### config.mk
export PLATFORM = sky130hd
export DESIGN_NAME = mpsoc_uart_ahb3_host
export DESIGN_NICKNAME = d
export VERILOG_FILES = /design/src/rtl/mpsoc_uart_ahb3_host.sv
export SDC_FILE = /design/constraint.sdc
export NUM_CORES = 1
export LEC_CHECK = 0
export ABC_CLOCK_PERIOD_IN_PS = 7100
export BUFFER_PORTS_ARGS = -buffer_cell sky130_fd_sc_hd__buf_2
export CORE_UTILIZATION = 30
export DETAILED_ROUTE_END_ITERATION = 10
export PLACE_DENSITY_LB_ADDON = 0.3
export SYNTH_ARGS = -nofsm -noshare
export SYNTH_HDL_FRONTEND = slang
export SYNTH_SLANG_ARGS = --single-unit
### constraint.sdc
create_clock -name HCLK -period 7.1 [get_ports HCLK]
set_input_delay 0.71 -clock HCLK [delete_from_list [all_inputs] [get_ports HCLK]]
set_output_delay 0.71 -clock HCLK [all_outputs]
set_load 0.005 [all_outputs]
### src/rtl/mpsoc_uart_ahb3_host.sv
// mpsoc_uart_ahb3_host
// Single-transfer AHB3 master in front of the UART AHB3-to-APB bridge.
// It turns a valid/ready request into one SINGLE/NONSEQ transfer and
// returns read data and error status on a valid/ready response channel.
// Unaligned or oversize requests are answered locally with an error and
// never reach the bus.
//
// Handshakes: a channel transfers on a clock edge where valid and ready are
// both high. A source holds its payload stable until that edge. req_ready
// depends only on the FSM state and reset, and never on req_valid.
//
// Optional feature: define MPSOC_UART_AHB3_HOST_TIMEOUT_EN to abandon a
// transfer after TIMEOUT_CYCLES HREADY-low cycles in ADDR or DATA.
module mpsoc_uart_ahb3_host #(
    parameter int HADDR_SIZE     = 32,
    parameter int HDATA_SIZE     = 32,
    parameter int TIMEOUT_CYCLES = 256
) (
    input  logic                  HCLK,
    input  logic                  HRESET,

    input  logic                  req_valid,
    output logic                  req_ready,
    input  logic                  req_write,
    input  logic [HADDR_SIZE-1:0] req_addr,
    input  logic [2:0]            req_size,
    input  logic [HDATA_SIZE-1:0] req_wdata,

    output logic                  rsp_valid,
    input  logic                  rsp_ready,
    output logic [HDATA_SIZE-1:0] rsp_rdata,
    output logic                  rsp_err,

    output logic                  HSEL,
    output logic [HADDR_SIZE-1:0] HADDR,
    output logic [HDATA_SIZE-1:0] HWDATA,
    input  logic [HDATA_SIZE-1:0] HRDATA,
    output logic                  HWRITE,
    output logic [2:0]            HSIZE,
    output logic [2:0]            HBURST,
    output logic [3:0]            HPROT,
    output logic [1:0]            HTRANS,
    output logic                  HMASTLOCK,
    input  logic                  HREADY,
    input  logic                  HRESP,

    output logic [1:0]            dbg_state_o
);

    // Largest legal HSIZE for this data bus (2 for a 32-bit bus).
    localparam int MAX_SIZE = $clog2(HDATA_SIZE / 8);

    localparam logic [1:0] TRANS_IDLE   = 2'b00;
    localparam logic [1:0] TRANS_NONSEQ = 2'b10;

    typedef enum logic [1:0] {
        ST_IDLE = 2'd0,
        ST_ADDR = 2'd1,
        ST_DATA = 2'd2,
        ST_RESP = 2'd3
    } state_t;

    state_t                  state_q, state_d;
    logic                    hsel_q, hsel_d;
    logic [1:0]              htrans_q, htrans_d;
    logic                    hwrite_q, hwrite_d;
    logic [HADDR_SIZE-1:0]   haddr_q, haddr_d;
    logic [2:0]              hsize_q, hsize_d;
    logic [HDATA_SIZE-1:0]   hwdata_q, hwdata_d;
    logic [HDATA_SIZE-1:0]   wdata_hold_q, wdata_hold_d;
    logic [HDATA_SIZE-1:0]   rsp_rdata_q, rsp_rdata_d;
    logic                    rsp_err_q, rsp_err_d;
    logic                    req_ok;
    logic                    timeout;

`ifdef MPSOC_UART_AHB3_HOST_TIMEOUT_EN
    localparam int TCW = $clog2(TIMEOUT_CYCLES + 1);

    logic [TCW-1:0] wait_q, wait_d;

    // The HREADY-low cycle that brings the count to TIMEOUT_CYCLES ends the transfer.
    assign timeout = ((state_q == ST_ADDR) || (state_q == ST_DATA)) && !HREADY &&
                     (wait_q == TCW'(TIMEOUT_CYCLES - 1));

    // Wait-state counter register.
    always_ff @(posedge HCLK or posedge HRESET) begin
        if (HRESET) wait_q <= '0;
        else        wait_q <= wait_d;
    end
`else
    localparam int unused_timeout_cycles = TIMEOUT_CYCLES;

    assign timeout = 1'b0;
`endif

    // Local legality check: size must fit the bus and the address must be naturally aligned.
    always_comb begin
        req_ok = (req_size <= 3'(MAX_SIZE));
        for (int i = 0; i < MAX_SIZE; i++) begin
            if ((3'(i) < req_size) && req_addr[i]) req_ok = 1'b0;
        end
    end

    // Next-state and next-output logic for the transfer FSM.
    always_comb begin
        state_d      = state_q;
        hsel_d       = hsel_q;
        htrans_d     = htrans_q;
        hwrite_d     = hwrite_q;
        haddr_d      = haddr_q;
        hsize_d      = hsize_q;
        hwdata_d     = hwdata_q;
        wdata_hold_d = wdata_hold_q;
        rsp_rdata_d  = rsp_rdata_q;
        rsp_err_d    = rsp_err_q;
`ifdef MPSOC_UART_AHB3_HOST_TIMEOUT_EN
        wait_d       = wait_q;
`endif
        case (state_q)
            ST_IDLE: begin
                if (req_valid) begin
                    if (req_ok) begin
                        haddr_d      = req_addr;
                        hwrite_d     = req_write;
                        hsize_d      = req_size;
                        hsel_d       = 1'b1;
                        htrans_d     = TRANS_NONSEQ;
                        wdata_hold_d = req_wdata;
                        state_d      = ST_ADDR;
`ifdef MPSOC_UART_AHB3_HOST_TIMEOUT_EN
                        wait_d       = '0;
`endif
                    end else begin
                        rsp_err_d   = 1'b1;
                        rsp_rdata_d = '0;
                        state_d     = ST_RESP;
                    end
                end
            end
            ST_ADDR: begin
                if (timeout) begin
                    hsel_d      = 1'b0;
                    htrans_d    = TRANS_IDLE;
                    rsp_err_d   = 1'b1;
                    rsp_rdata_d = '0;
                    state_d     = ST_RESP;
                end else if (HREADY) begin
                    hsel_d   = 1'b0;
                    htrans_d = TRANS_IDLE;
                    hwdata_d = wdata_hold_q;
                    state_d  = ST_DATA;
`ifdef MPSOC_UART_AHB3_HOST_TIMEOUT_EN
                    wait_d   = '0;
`endif
                end else begin
`ifdef MPSOC_UART_AHB3_HOST_TIMEOUT_EN
                    wait_d = wait_q + 1'b1;
`endif
                end
            end
            ST_DATA: begin
                if (timeout) begin
                    hsel_d      = 1'b0;
                    htrans_d    = TRANS_IDLE;
                    rsp_err_d   = 1'b1;
                    rsp_rdata_d = '0;
                    state_d     = ST_RESP;
                end else if (HREADY) begin
                    // Only the HRESP seen with HREADY high counts; the first ERROR cycle is a wait.
                    rsp_rdata_d = hwrite_q ? '0 : HRDATA;
                    rsp_err_d   = HRESP;
                    state_d     = ST_RESP;
                end else begin
`ifdef MPSOC_UART_AHB3_HOST_TIMEOUT_EN
                    wait_d = wait_q + 1'b1;
`endif
                end
            end
            ST_RESP: begin
                if (rsp_ready) state_d = ST_IDLE;
            end
            default: state_d = ST_IDLE;
        endcase
    end

    // State and bus/response registers; reset drops everything immediately.
    always_ff @(posedge HCLK or posedge HRESET) begin
        if (HRESET) begin
            state_q      <= ST_IDLE;
            hsel_q       <= 1'b0;
            htrans_q     <= TRANS_IDLE;
            hwrite_q     <= 1'b0;
            haddr_q      <= '0;
            hsize_q      <= 3'd0;
            hwdata_q     <= '0;
            wdata_hold_q <= '0;
            rsp_rdata_q  <= '0;
            rsp_err_q    <= 1'b0;
        end else begin
            state_q      <= state_d;
            hsel_q       <= hsel_d;
            htrans_q     <= htrans_d;
            hwrite_q     <= hwrite_d;
            haddr_q      <= haddr_d;
            hsize_q      <= hsize_d;
            hwdata_q     <= hwdata_d;
            wdata_hold_q <= wdata_hold_d;
            rsp_rdata_q  <= rsp_rdata_d;
            rsp_err_q    <= rsp_err_d;
        end
    end

    assign req_ready   = (state_q == ST_IDLE) && !HRESET;
    assign rsp_valid   = (state_q == ST_RESP);
    assign rsp_rdata   = rsp_rdata_q;
    assign rsp_err     = rsp_err_q;

    assign HSEL        = hsel_q;
    assign HADDR       = haddr_q;
    assign HWDATA      = hwdata_q;
    assign HWRITE      = hwrite_q;
    assign HSIZE       = hsize_q;
    assign HBURST      = 3'b000;
    assign HPROT       = 4'b0001;
    assign HTRANS      = htrans_q;
    assign HMASTLOCK   = 1'b0;

    assign dbg_state_o = state_q;

endmodule

==> results of run 1 <==
-- flip-flops by register name, indices dropped and copies added, names as in the netlist --
name,cells
HADDR,32
HWDATA,32
rsp_rdata,32
wdata_hold_q,32
HSIZE,3
dbg_state_o,2
HTRANS,1
HWRITE,1
rsp_err,1
-- per-layer routing --
| layer | routed length [um] | vias to the layer above | GRT usage |
|---|---|---|---|
| met2 | 6440 | 130 | 0.236 |
| met1 | 5320 | 1902 | 0.163 |
| met3 | 931 | 16 | 0.0574 |
| met4 | 172 | 0 | 0.0482 |
| li1 | - | 1790 | - |
| met5 | 0 | - | 0 |
-- where the power goes --
| part | switching, mW | internal (mW) |
|---|---|---|
| clock network | 0.320 | 0.652 |
| registers | 0.173 | 1.12 |
| logic | 0.458 | 0.513 |
-- layout by cell type, fill, tap and decap left out, types with 2 or more instances in the layout --
cell type	n
conb_1	9
buf_4	2
a211o_1	2
buf_2	212
clkbuf_8	3
nor2b_1	2
mux2_2	81
nor2_1	3
nand2_1	34
mux2_1	9
a21oi_1	2
clkbuf_1	5
bufinv_16	5
dfrtp_1	136
mux2_4	10
clkbuf_16	17
or2_2	2
ha_1	5
inv_1	5
o21ai_0	67
-- stage by stage --
stage | instances | hold WS, ns | area, um^2
2_1_floorplan | 411 | 0.454 | 5520
3_3_place_gp | 821 | 0.463 | 6670
3_5_place_dp | 821 | 0.475 | 6670
4_1_cts | 853 | 0.374 | 7320
5_1_grt | 853 | 0.387 | 7320
6_report | 854 | 0.352 | 7330
-- layout make-up --
class | count | area (um^2) | share of cell area
inverters | 6 | 27.5 | 0.00376
clock buffers | 25 | 485 | 0.0663
repair buffers | 214 | 1080 | 0.147
clock inverters | 7 | 164 | 0.0224
well taps | 229 | 287 | 0.0391
flip-flops and latches | 136 | 3400 | 0.465
diodes | 1 | 2.50 | 0.000342
multi-input cells | 236 | 1880 | 0.257
-- worst max-delay path, cell delays in order (launching register included) --
cell	delay, ns
dfrtp_1	0.42
inv_1	0.14
ha_1	0.38
a21boi_4	0.71
and2_4	0.95
mux2_2	0.42
-- cells by family after synthesis --
| group | after synthesis | share of synthesized area |
|---|---|---|
| adder cells (fa/ha/maj) | 5 | 0.0114 |
| AO/OA/AOI/OAI | 74 | 0.0724 |
| multiplexers | 101 | 0.214 |
| other | 2 | 0.00137 |
| buffers and inverters | 39 | 0.0448 |
| flip-flops | 136 | 0.619 |
| AND/OR/NAND/NOR | 47 | 0.0373 |
-- worst paths after layout --
check,to,slack [ns],cells after the start
max,HADDR[6],3.93,5
min,HADDR[10],0.35,2
max reg2reg,HADDR[6],3.93,5
min reg2reg,wdata_hold_q[5],0.49,1
max in group asynchronous,HTRANS[1],5.33,3
min in group HCLK,wdata_hold_q[5],0.49,1
==> impl_metrics.csv, run 1 <==
group,metric,value,unit
synthesis,synth_top_cell_area_share,0.619,
timing,worst_pin_slew,1.15,ns
synthesis,yosysWarnings,0,
worst_setup_path,setup.worst_path.start,"dbg_state_o[0]",
die,dieArea,0.0189,mm^2
power,total_leakage_power,3.70,nW
synthesis,synth_seq_cells,136,
worst_setup_path,cp_max_fo,68,
worst_hold_path,hold_path_class,"primary input to async pin",
layout,nFillCells,1750,
clock_network,postCtsSetupRepairBufs,0,
timing,max-slew-margin-rel,0.231,
placed_design,gp_congestion,0.707,
worst_setup_path,worstReg2RegStart,"dbg_state_o[0]",
clock_network,cts_tree,"yes",
timing,layout_setup_ws,3.93,ns
power,p_per_area,442,mW/mm^2
placed_design,dp_slack,3.51,ns
die,die_w,137,um
die,core,0.0180,mm^2
timing,rsz0062_at_grt,"no",
worst_setup_path,arrival,3.47,ns
global_route,overflow,0,
timing,min_period_over_period,0.447,
layout,fin_nets,722,
synthesis,synthTopCellsByArea,"dfrtp_1 62%, mux2_2 17%, o21ai_0 6.1%",
routing,viasPerCell,4.49,
clock_network,numClockSinks,136,
global_route,grt_pass1_wl,20000,um
clock_network,cts.clk_slew.worst_paths,0.06,ns
synthesis,ys.flop_type,"dfrtp_1",
routing,drt-initial-drc-count,114,
synthesis,synth_common_cells,"136 x dfrtp_1, 81 x mux2_2, 67 x o21ai_0",
synthesis,synth_area,0.00550,mm^2
timing,fmax,315,MHz
synthesis,async_flop_share,1.00,
power,power.total,3.24,mW
synthesis,seq_area_frac_synth,0.619,
routing,wl,12900,um
timing,clock_skew,0.00781,ns
global_route,grt_pass1_vias,4001,
clock_network,clock_path_buffers,2,
timing,tns,0,ns
power,worst_ir_drop_vdd,0.166,mV
synthesis,synthCells,404,
global_route,grtUsageTotal,0.141,
placed_design,dp_hpwl,8830,um
clock_network,cts.repair.resized,0,
die,top_level_ports,222,
routing,post-route-drc-count,0,
global_route,antenna_found_initial,1,
die,rows,49,
timing,hold_violations,0,
die,die_y,137,um
timing,slew_violations,0,
routing,wl_per_cell,15.1,um
clock_network,root_buffer,"clkbuf_16",
clock_network,ctsHtreeMaxLevel,4,
layout,fin_util,0.408,
placed_design,portBuffers,212,
worst_setup_path,cp.required,7.40,ns
routing,vias,3838,
routing,drtPass1Iterations,4,
clock_network,ctsHoldBuffers,0,
worst_setup_path,worstSetupStartpointType,"flop",
clock_network,clock_latency,0.41,ns
layout,layout-drive-gt1-share,0.545,
status,run_status,"finished clean",
synthesis,synth-edff-count,0,
worst_setup_path,cp-end-kind,"flop",
clock_network,numCtsBuffers,17,
timing,finalCriticalPeriod,3.17,ns
synthesis,synth.most_common_cell,"dfrtp_1",
global_route,grt_max_degree,79,
synthesis,synth_top_area_cell,"dfrtp_1",
synthesis,ys_types,27,
layout,area_growth_syn_to_layout,33.3,%
worst_setup_path,criticalPathCategory,"flop to flop",
synthesis,avgSynthCellArea,13.6,um^2
die,start_util,0.306,
routing,antenna_left,0,
flow_run,max-cap-violations,0,
timing,setup_viol,0,
(Power assumes the default switching activity.)
==> run 2: changes to the inputs <==
Settings changed: ABC_AREA set to 1, ABC_CLOCK_PERIOD_IN_PS 7100 to 3100.
Clock period 7.1 ns to 3.1 ns, I/O delays scaled along.
==> impl_metrics.csv, run 2 <==
group,metric,value,unit
timing,hold_violations,0,
placed_design,gp_congestion,0.757,
die,core,0.0186,mm^2
timing,fmax,453,MHz
synthesis,synth-simple-area-share,0.253,
worst_setup_path,worst_path_largest_cell_delay,0.66,ns
worst_setup_path,reg2regPathDepth,6,
worst_setup_path,critPathMostFrequentCell,"nand2_1",
timing,max-slew-margin-rel,0.356,
timing,setup_viol,0,
routing,wl_per_cell,13.6,um
synthesis,yosysWarnings,0,
synthesis,synthMuxAreaShare,0.0632,
power,switching_power,2.36,mW
worst_setup_path,crit_chain,"inv_1 -> ha_1 -> nand3_4 -> nand2_2 -> nand2_1 -> nand2_1",
synthesis,synth_top_cell_area_share,0.597,
layout,layout-drive-gt1-share,0.347,
worst_setup_path,slowest_stage,"nand2_2",
synthesis,synth-xor-area-share,0,
die,die_w,140,um
clock_network,postCtsSetupRepairBufs,0,
synthesis,async_flop_share,1.00,
worst_setup_path,worstSetupStartpointType,"flop",
synthesis,synth.most_common_cell,"nand2_1",
die,rows,50,
worst_setup_path,cp-end-kind,"flop",
global_route,grt_max_degree,137,
timing,min_period_over_period,0.712,
clock_network,numClockSinks,136,
clock_network,clock_path_buffers,2,
flow_run,max-cap-violations,0,
synthesis,synth_seq_cells,136,
power,total_leakage_power,4.41,nW
synthesis,ys.flop_type,"dfrtp_1",
die,start_util,0.306,
synthesis,seq_area_frac_synth,0.597,
power,seq_power_share,0.404,
global_route,grt_pass1_vias,4699,
die,top_level_ports,222,
placed_design,dp_hpwl,9400,um
clock_network,ctsHoldBuffers,0,
synthesis,synthTopCellsByArea,"dfrtp_1 60%, nand2_1 19%, mux2_2 6.3%",
worst_hold_path,hold_path_class,"primary input to flop",
global_route,grtUsageTotal,0.157,
layout,area_growth_syn_to_layout,31.7,%
routing,drtPass1Iterations,4,
synthesis,synth_top_area_cell,"dfrtp_1",
worst_setup_path,criticalPathCategory,"flop to flop",
power,sw_frac_of_total,0.338,
routing,viasPerCell,4.36,
synthesis,synth_top_family_by_area,"simple AND/OR/NAND/NOR gates",
timing,slew_violations,0,
synthesis,synth-edff-count,0,
power,pwr-share-comb,0.310,
timing,tns,0,ns
routing,antenna_left,0,
synthesis,synth_compound_area_frac,0.00548,
worst_setup_path,arrival,2.55,ns
clock_network,ctsHtreeMaxLevel,4,
synthesis,ys_types,24,
synthesis,synth_common_cells,"283 x nand2_1, 136 x dfrtp_1, 40 x inv_1",
clock_network,numCtsBuffers,17,
layout,final_cell_mix,"282 x nand2_1, 212 x buf_2, 136 x dfrtp_1, 39 x inv_1, 38 x nor2_1",
worst_setup_path,cp_max_fo,35,
timing,worst_pin_slew,0.962,ns
power,pwr-share-clk,0.286,
routing,drt-initial-drc-count,236,
placed_design,portBuffers,212,
timing,rsz0062_at_grt,"no",
power,p_per_area,932,mW/mm^2
routing,post-route-drc-count,0,
worst_hold_path,worstHoldPathCells,3,
synthesis,synthAdderAreaFrac,0.0110,
clock_network,cts.clk_slew.worst_paths,0.06,ns
layout,fin_nets,940,
global_route,overflow,0,
clock_network,cts.repair.resized,0,
status,run_status,"finished clean",
timing,hold_ws,0.0913,ns
global_route,antenna_found_initial,0,
worst_setup_path,r2r_slack,0.89,ns
layout,n_antenna_cell,0,
clock_network,clock_latency,0.41,ns
synthesis,synthCells,627,
timing,finalCriticalPeriod,2.21,ns
worst_setup_path,cp.required,3.44,ns
global_route,grt_pass1_wl,24100,um
synthesis,avgSynthCellArea,9.10,um^2
timing,clock_skew,0.00539,ns
die,dieArea,0.0196,mm^2
die,die_y,140,um
clock_network,root_buffer,"clkbuf_16",
layout,final_common_cell,"nand2_1",
clock_network,cts_tree,"yes",
power,p_int,4.64,mW
routing,wl,14600,um
routing,vias,4692,
power,worst_ir_drop_vdd,0.347,mV
synthesis,synth_area,0.00570,mm^2
-- run 2: cell families after synthesis --
logic type | count (synthesis)
other | 2
adders and majority gates | 5
buffers and inverters | 83
and+or+nand+nor | 364
muxes | 32
DFF | 136
AOI/OAI and AO/OA | 5
-- run 2: per-stage QoR --
step	utilization	setup WS, ns	total power [mW]	cell area [um^2]	instances
after floorplan	-	1.10	4.16	5730	634
after global placement	0.371	0.963	5.02	6930	1044
after detailed placement	0.371	0.876	5.06	6930	1044
after CTS	0.403	0.862	7.12	7510	1076
after global routing	0.403	0.638	7.55	7510	1076
final	0.403	0.892	7.00	7510	1076
-- run 2: cell type report --
| type | count | area (um^2) |
|---|---|---|
| clock inverters | 14 | 149 |
| multi-input cells | 415 | 1940 |
| well taps | 234 | 293 |
| inverters | 43 | 165 |
| fillers | 1890 | 11100 |
| flip-flops and latches | 136 | 3400 |
| repair buffers | 216 | 1130 |
| clock buffers | 18 | 439 |
-- run 2: routing by layer --
metal,GRT usage,wire length (um),vias up
li1,-,-,2306
met1,0.207,6740,2190
met2,0.244,6610,188
met3,0.0547,1130,8
met4,0.0451,107,0
met5,0,0,-
-- run 2: worst max-delay path: cells and delay by family (launching register included) --
kind / cells / cell delay (ns)
adders and majority gates: 1 / 0.33
buffers and inverters: 1 / 0.13
DFF: 1 / 0.43
and+or+nand+nor: 4 / 1.25
-- run 2: power groups by stage --
stage | Combinational [mW] | Clock, mW | Sequential, mW
floorplan | 1.30 | 0 | 2.86
global placement | 2.17 | 0 | 2.85
detailed placement | 2.22 | 0 | 2.84
CTS | 2.22 | 2.07 | 2.83
global route | 2.48 | 2.15 | 2.92
finish | 2.17 | 2.01 | 2.83
-- run 2: worst paths after layout --
kind                                startpoint                to
worst max-delay path            dbg_state_o[0]     rsp_rdata[21]
worst min-delay path             req_wdata[14]  wdata_hold_q[14]
worst max register to register  dbg_state_o[0]     rsp_rdata[21]
worst min register to register   rsp_rdata[15]     rsp_rdata[15]
max in group asynchronous               HRESET         HADDR[18]
min in group asynchronous               HRESET          HADDR[0]
==> run 3: changes to the inputs <==
Settings changed: ABC_CLOCK_PERIOD_IN_PS 3100 to 1800.
Clock period 3.1 ns to 1.8 ns, I/O delays scaled along.
==> impl_metrics.csv, run 3 (same netlist as run 2, synthesis figures left out) <==
group,metric,value,unit
worst_hold_path,worstHoldPathCells,5,
global_route,overflow,0,
global_route,grt_pass1_vias,4999,
global_route,grt_max_degree,84,
layout,multi_input_area,0.00194,mm^2
clock_network,clock_latency,0.41,ns
layout,fin_nets,1016,
layout,area_growth_syn_to_layout,44.9,%
timing,hold_ws,0.0890,ns
die,die_y,140,um
routing,antenna_left,0,
power,total_leakage_power,4.73,nW
worst_setup_path,cp_max_fo,44,
clock_network,cts_tree,"yes",
worst_hold_path,hp-start,"HRDATA[5]",
die,rows,50,
layout,final_common_cell,"nand2_1",
clock_network,clock_path_buffers,2,
layout,layout-drive-gt1-share,0.329,
timing,setup_viol,0,
worst_setup_path,arrival,2.01,ns
timing,hold_violations,0,
global_route,grtUsageTotal,0.163,
die,core,0.0186,mm^2
routing,drt-initial-drc-count,185,
worst_setup_path,worstSetupStartpointType,"flop",
clock_network,root_buffer,"clkbuf_16",
clock_network,ctsHtreeMaxLevel,4,
worst_setup_path,criticalPathCategory,"flop to flop",
die,die_w,140,um
timing,tns,0,ns
worst_setup_path,cp.required,2.15,ns
routing,wl_per_cell,13.1,um
worst_setup_path,path_buf_inv,3,
worst_hold_path,hold_path_class,"primary input to flop",
flow_run,max-cap-violations,0,
clock_network,cts.clk_slew.worst_paths,0.06,ns
worst_hold_path,worstHoldEndpoint,"rsp_rdata[5]",
timing,min_period_over_period,0.921,
layout,regArea,0.00340,mm^2
timing,slew_violations,0,
worst_setup_path,r2r_slack,0.14,ns
worst_setup_path,worst_path_largest_cell_delay,0.44,ns
placed_design,portBuffers,212,
routing,drtPass1Iterations,4,
global_route,antenna_found_initial,0,
routing,post-route-drc-count,0,
power,worst_ir_drop_vdd,0.757,mV
worst_setup_path,critPathMostFrequentCell,"nand2_1",
worst_setup_path,cp-end-kind,"flop",
worst_setup_path,critPathTopFamily,"buffers and inverters",
layout,n_antenna_cell,0,
worst_setup_path,crit_chain,"inv_1 -> ha_2 -> buf_4 -> nand3_4 -> nor2_4 -> buf_12 -> nand2_1 -> nand2_1",
worst_setup_path,worstReg2RegStart,"dbg_state_o[1]",
die,top_level_ports,222,
timing,max-slew-margin-rel,0.530,
timing,worst_pin_slew,0.704,ns
power,p_per_area,1470,mW/mm^2
routing,vias,4962,
die,start_util,0.306,
worst_setup_path,reg2regPathDepth,8,
routing,viasPerCell,4.31,
layout,final_cell_mix,"281 x nand2_1, 212 x buf_2, 135 x dfrtp_1, 68 x dlygate4sd3_1, 39 x inv_1",
routing,wl,15100,um
worst_setup_path,slowest_stage,"dfrtp_2",
placed_design,dp_hpwl,9390,um
worst_setup_path,reg2reg_to,"HADDR[26]",
timing,clock_skew,0.00597,ns
timing,fmax,604,MHz
timing,finalCriticalPeriod,1.66,ns
global_route,grt_pass1_wl,25000,um
clock_network,numCtsBuffers,17,
layout,nFillCells,1796,
clock_network,numClockSinks,136,
die,dieArea,0.0196,mm^2
status,run_status,"finished clean",
timing,rsz0062_at_grt,"no",
placed_design,gp_congestion,0.755,
[run 3: changes by cell type in the layout (fill, tap and decap cells not counted), sizes merged]
cell | previous run | this run
buf | 216 | 224
clkinvlp | 5 | 6
bufinv | 2 | 0
clkbuf | 18 | 21
dlygate4sd3 | 0 | 68
clkinv | 5 | 6
inv | 45 | 42
[run 3: cell type report]
| type | instances | area share |
|---|---|---|
| repair buffers | 292 | 0.231 |
| clock buffers | 21 | 0.0569 |
| inverters | 43 | 0.0200 |
| flip-flops and latches | 136 | 0.412 |
| clock inverters | 11 | 0.00909 |
| multi-input cells | 415 | 0.235 |
| well taps | 234 | 0.0354 |
[run 3: how the worst max path moves through the flow]
stage	startpoint	to	cells past startpoint
4_1_cts	dbg_state_o[1]	rsp_rdata[26]	9
3_5_place_dp	dbg_state_o[1]	rsp_rdata[26]	9
2_1_floorplan	HRESET	HADDR[0]	1
3_3_place_gp	dbg_state_o[1]	wdata_hold_q[25]	8
5_1_grt	dbg_state_o[1]	HADDR[26]	8
6_report	dbg_state_o[1]	HADDR[26]	8
[run 3: metrics by stage]
step / cell area, um^2 / setup slack [ns] / total power, mW / instances / utilization
2_1_floorplan: 5730 / -0.0731 / 7.16 / 634 / -
3_3_place_gp: 7020 / 0.113 / 8.82 / 1051 / 0.376
3_5_place_dp: 7020 / 0.0878 / 8.87 / 1051 / 0.376
4_1_cts: 8240 / 0.0743 / 12.3 / 1151 / 0.442
5_1_grt: 8260 / 0.0173 / 13.1 / 1152 / 0.443
6_report: 8260 / 0.143 / 12.1 / 1152 / 0.443
[run 3: routing by layer]
layer	vias to the layer above	track usage	share of wire
met5	-	0	0
li1	2445	-	-
met4	0	0.0584	0.013
met2	193	0.261	0.46
met3	16	0.0427	0.064
met1	2308	0.213	0.47
[run 3: timing repair]
| item | CTS | global route |
|---|---|---|
| setup endpoints to repair | 0 | 71 |
| resized for setup | 0 | 5 |
| hold buffers | 68 | 0 |
| buffers inserted | 0 | 1 |
| endpoints found under the hold margin | 150 | 0 |
[run 3: worst min-delay path: stages]
cell and delay, ns:
buf_2 0.10, inv_1 0.04, nor2_1 0.04, nand3_1 0.06
nand2_1 0.05
[run 3: power by group]
| group | total, mW | internal (mW) | switching, mW |
|---|---|---|---|
| clock network | 3.19 | 1.86 | 1.33 |
| registers | 4.89 | 4.26 | 0.628 |
| logic | 4.06 | 1.94 | 2.12 |
